## config.mk

```make
export PLATFORM = sky130hd
export DESIGN_NAME = mem_port_arbiter
export DESIGN_NICKNAME = d
export VERILOG_FILES = /design/src/rtl/mips_pkg.sv /design/src/rtl/mem_arb_pick.sv /design/src/rtl/mem_port_arbiter.sv
export SDC_FILE = /design/constraint.sdc
export NUM_CORES = 1
export LEC_CHECK = 0
export CORE_UTILIZATION = 39
export CTS_CLUSTER_SIZE = 14
export DETAILED_ROUTE_END_ITERATION = 16
export GPL_ROUTABILITY_DRIVEN = 0
export PLACE_DENSITY = 0.8
export REMOVE_ABC_BUFFERS = 1
export SYNTH_ARGS = -nofsm -noshare
export SYNTH_HDL_FRONTEND = slang
export SYNTH_HIERARCHICAL = 1
export SYNTH_SLANG_ARGS = --single-unit
```

## constraint.sdc

```tcl
create_clock -name clk -period 2.15 [get_ports clk]
set_input_delay 0.215 -clock clk [delete_from_list [all_inputs] [get_ports clk]]
set_output_delay 0.215 -clock clk [all_outputs]
set_load 0.03 [all_outputs]
```

## src/rtl/mips_pkg.sv

```systemverilog
// Shared definitions for the unified-memory port arbiter: FSM state encoding,
// owner encoding used by mem_sel and the last-owner register, default latency.
package mips_pkg;

  typedef enum logic [1:0] {
    IDLE   = 2'd0,
    ACCESS = 2'd1,
    RESP   = 2'd2
  } arb_state_e;

  localparam logic OWN_I = 1'b0;
  localparam logic OWN_D = 1'b1;

  localparam int MEM_LAT_DEF = 2;
  localparam int CNT_W       = 4;

endpackage

```

## src/rtl/mem_arb_pick.sv

```systemverilog
// Combinational winner select between the fetch and data requesters.
// gnt[0] = fetch wins, gnt[1] = data wins; at most one bit is ever set.
// Macro MEM_ARB_RR_EN: defined selects round-robin on a tie (the requester that
// was not the last owner wins); undefined selects fixed priority, data first.
module mem_arb_pick
  import mips_pkg::*;
(
  input  logic       i_req,
  input  logic       d_req,
  input  logic       last_own,
  output logic [1:0] gnt
);

`ifdef MEM_ARB_RR_EN
  // Tie goes to whoever did not own the port last; a lone requester always wins.
  always_comb begin
    gnt = 2'b00;
    if (i_req && d_req) begin
      if (last_own == OWN_D) gnt[0] = 1'b1;
      else                   gnt[1] = 1'b1;
    end else if (d_req) begin
      gnt[1] = 1'b1;
    end else if (i_req) begin
      gnt[0] = 1'b1;
    end
  end
`else
  // Fixed priority ignores history, so the last owner is deliberately dropped.
  logic unused_last_own;
  assign unused_last_own = last_own;

  // Data always beats fetch.
  always_comb begin
    gnt = 2'b00;
    if (d_req)      gnt[1] = 1'b1;
    else if (i_req) gnt[0] = 1'b1;
  end
`endif

endmodule

```

## src/rtl/mem_port_arbiter.sv

```systemverilog
// Shares one memory port between instruction fetch and data load/store.
// One transaction at a time: grant in IDLE, MEM_LAT cycles of ACCESS, one
// cycle of RESP carrying the owner's rvalid. Tie-break policy is chosen by
// the MEM_ARB_RR_EN macro inside mem_arb_pick.
module mem_port_arbiter
  import mips_pkg::*;
#(
  parameter int DATA_W  = 32,
  parameter int ADDR_W  = 32,
  parameter int MEM_LAT = MEM_LAT_DEF
) (
  input  logic              clk,
  input  logic              rst,
  input  logic              i_req,
  input  logic [ADDR_W-1:0] i_addr,
  output logic              i_gnt,
  output logic              i_rvalid,
  input  logic              d_req,
  input  logic              d_we,
  input  logic [ADDR_W-1:0] d_addr,
  input  logic [DATA_W-1:0] d_wdata,
  output logic              d_gnt,
  output logic              d_rvalid,
  output logic [DATA_W-1:0] rdata,
  output logic              mem_sel,
  output logic              mem_en,
  output logic              mem_we,
  output logic [ADDR_W-1:0] mem_addr,
  output logic [DATA_W-1:0] mem_wdata,
  input  logic [DATA_W-1:0] mem_rdata,
  output logic              busy
);

  arb_state_e       state;
  arb_state_e       next_state;
  logic [CNT_W-1:0] cnt;
  logic             last_own;
  logic [1:0]       pick;
  logic             grant;
  logic             cnt_done;

  // Grants are only possible in IDLE and never while reset is held.
  mem_arb_pick u_pick (
    .i_req    (i_req & (state == IDLE) & ~rst),
    .d_req    (d_req & (state == IDLE) & ~rst),
    .last_own (last_own),
    .gnt      (pick)
  );

  assign i_gnt    = pick[0];
  assign d_gnt    = pick[1];
  assign grant    = pick[0] | pick[1];
  assign cnt_done = (cnt == '0);

  // State register.
  always_ff @(posedge clk) begin
    if (rst) state <= IDLE;
    else     state <= next_state;
  end

  // Next-state logic.
  always_comb begin
    next_state = state;
    case (state)
      IDLE:    if (grant)    next_state = ACCESS;
      ACCESS:  if (cnt_done) next_state = RESP;
      RESP:                  next_state = IDLE;
      default:               next_state = IDLE;
    endcase
  end

  // State-decoded outputs; rvalid is steered by the registered owner (mem_sel).
  always_comb begin
    mem_en   = (state == ACCESS);
    busy     = (state != IDLE);
    i_rvalid = (state == RESP) && (mem_sel == OWN_I);
    d_rvalid = (state == RESP) && (mem_sel == OWN_D);
  end

  // Latency counter: loaded on grant, counts down through ACCESS.
  always_ff @(posedge clk) begin
    if (rst) begin
      cnt <= '0;
    end else if (state == IDLE && grant) begin
      cnt <= CNT_W'(MEM_LAT - 1);
    end else if (state == ACCESS && !cnt_done) begin
      cnt <= cnt - 1'b1;
    end
  end

  // Access request registers, held stable from grant until the next grant.
  always_ff @(posedge clk) begin
    if (rst) begin
      mem_addr  <= '0;
      mem_wdata <= '0;
      mem_we    <= 1'b0;
      mem_sel   <= OWN_I;
    end else if (grant) begin
      mem_addr  <= d_gnt ? d_addr  : i_addr;
      mem_wdata <= d_gnt ? d_wdata : '0;
      mem_we    <= d_gnt & d_we;
      mem_sel   <= d_gnt ? OWN_D : OWN_I;
    end
  end

  // Read data capture on the last ACCESS cycle; stores leave rdata untouched.
  always_ff @(posedge clk) begin
    if (rst) begin
      rdata <= '0;
    end else if (state == ACCESS && cnt_done && !mem_we) begin
      rdata <= mem_rdata;
    end
  end

  // Last owner for round-robin; starts at data so the first tie goes to fetch.
  always_ff @(posedge clk) begin
    if (rst)        last_own <= OWN_D;
    else if (grant) last_own <= d_gnt ? OWN_D : OWN_I;
  end

endmodule
```

==> metrics.cfg <==
[worst_setup_path]
cpMostUsedCell=buf_12
r2r_start=state[1]$_SDFFE_PP0P_
critPathLaunchType=flop
cpPeakStageDelay_ns=0.33
r2r_cells=9
end_kind=output port
rrSetupSlack_ns=0.14
crit_chain=or2_4 -> nor2_4 -> and2_1 -> nor2b_4 -> buf_12 -> buf_12 -> buf_6
path_class=flop to output port
crit_slowest_cell=dfxtp_1
critPathArrivalTime_ns=1.81
crit_required_ns=1.93
cp_max_fo=17
timing.rr.end=mem_addr[22]$_SDFFE_PP0P_

[global_routing]
overflow=0
grt_pass1_wl_um=20100
antenna_found_initial=0
grt_pass1_vias=4203
track_usage_pct=22.0
grt_max_degree=102

[pwr]
p_int_mw=3.50
ir_worst_vdd_mv=0.319
p_comb_share_pct=30.8
p_sw_share_pct=30.4
power.switching_mw=1.53
sequentialPowerShare_pct=42.6
p_total_mw=5.03
p_per_area_nw_per_um2=706
p_leak_nw=2.62
power.share.clock_pct=26.6

[floorplanning]
die_x_um=108
core-area_um2=10900
fp.dieArea_um2=11600
io_pins=237
start_util_pct=40.0
die_h_um=108
row_count=38

[layout]
seqCellArea_um2=2080
fillCellCount=871
nets=832
multiInputGateArea_um2=2070
final_core_util_pct=65.4
diodes=0
design_area_um2=7120
area_growth_pct=63.4
drive_gt1_share_pct=10.5

[placed_design]
dp_hpwl_um=9200
dpl_cell_area_um2=6830
pre_cts_ws_ns=0.0216
place.port_buffers=236

[cts]
cts.clk_slew.worst_paths_ns=0.09
cts_tree=yes
cts_buffer_depth=2
insertion_delay_ns=0.37
cts-root-buf=clkbuf_8
numCtsBuffers=9
htreeDepth=3
clock_sinks=104

[route]
drtPass1Iterations=4
drt_wl_total_um=13000
wl_per_cell_um=15.4
ant_nets=0
dr.first_iter.drc_count=219
via_count=4330
vias_per_cell=5.14
drc_errors=0

[hold_path]
hold_path_class=primary input to flop
worstHoldEndpoint=cnt[2]$_SDFFE_PP0P_
min_from=rst
holdPathStages=3

[logic_synthesis]
syn_inst=477
avgSynthCellArea_um2=9.14
synth_area_um2=4360
ys_warn_count=6

[sta]
fin_crit_sh_pct=94.2
rsz0062_at_grt=false
fin_skew_ns=0.00561
fmaxAchievable_ghz=0.494
layout_min_cycle_time_ns=2.03
finalMaxSlewViolations=0
timing.final.hold_violations=0
fin_ws_ns=0.124
setup_viol=0
relSlewSlack_pct=29.1
tightest_slew_ns=1.06

[run]
cap_violations=0

[run_status]
outcome=finished, final reports clean

worst max-delay path: cells and delay by family (launching register included):
kind	cells	cell delay [ns]
buffers and inverters	3	0.42
flip-flops	1	0.33
AND/OR/NAND/NOR	4	0.68
stage by stage:
step | cells | TNS, ns | hold WS, ns
after detailed placement | 823 | 0 | 0.473
after CTS | 841 | -0.218 | 0.229
after floorplan | 433 | -208.47 | 0.284
after global placement | 823 | 0 | 0.465
after global routing | 843 | 0 | 0.297
final | 843 | 0 | 0.265
metal layers:
layer | GRT usage [%] | up-vias | wire length, µm
met2 | 39.7 | 199 | 6410
met3 | 6.05 | 20 | 1160
met1 | 24.5 | 2006 | 5150
met4 | 8.22 | 0 | 245
li1 | - | 2105 | -
met5 | 0 | - | 0
power groups by stage:
stage	Combinational [mW]	Clock [mW]	Sequential (mW)
2_1_floorplan	0.536	0	2.44
3_3_place_gp	1.48	0	2.18
3_5_place_dp	1.52	0	2.18
4_1_cts	1.54	1.37	2.14
5_1_grt	1.66	1.44	2.16
6_report	1.55	1.34	2.14
final cells by class:
class	instances	area share, %
Multi-Input combinational cell	324	29.0
Sequential cell	104	29.2
Clock inverter	3	0.913
Clock buffer	13	2.09
Inverter	5	0.263
Tap cell	140	2.46
Timing Repair Buffer	254	36.0
worst max path at each step:
stage,start,endpoint,slack (ns),depth (start not counted)
floorplan,state[1]$_SDFFE_PP0P_,mem_addr[0]$_SDFFE_PP0P_,-2.96,7
global placement,state[1]$_SDFFE_PP0P_,mem_addr[16]$_SDFFE_PP0P_,0.16,8
detailed placement,state[1]$_SDFFE_PP0P_,mem_addr[22]$_SDFFE_PP0P_,0.02,8
CTS,state[1]$_SDFFE_PP0P_,mem_addr[12]$_SDFFE_PP0P_,-0.03,8
global route,state[1]$_SDFFE_PP0P_,mem_addr[11]$_SDFFE_PP0P_,0.03,9
finish,state[1]$_SDFFE_PP0P_,i_gnt,0.12,7
registers in the layout (all words and copies together), names as in the netlist:
register   flops
mem_addr      32
mem_we         1
mem_sel        1
rdata         32
cnt            4
state          2
mem_wdata     32
placed cells by master (no fill, tap or decap), types with 5 or more instances in the layout:
master	instances
nand3_1	33
a21oi_1	70
mux2_2	32
clkbuf_8	10
nor2_1	67
inv_1	5
buf_4	14
clkdlybuf4s50_1	232
dfxtp_1	104
nor3b_1	34
o21ai_0	5
mux2i_1	32
o21ai_1	30
timing repair:
| item | in CTS | in global routing |
|---|---|---|
| gates cloned | 1 | 0 |
| buffers inserted | 1 | 2 |
| setup endpoints to repair | 2 | 61 |
| pin swaps | 0 | 0 |
| gates resized for setup | 1 | 6 |
| hold buffers | 0 | 0 |
No activity file was read; power rests on OpenSTA's default activity.
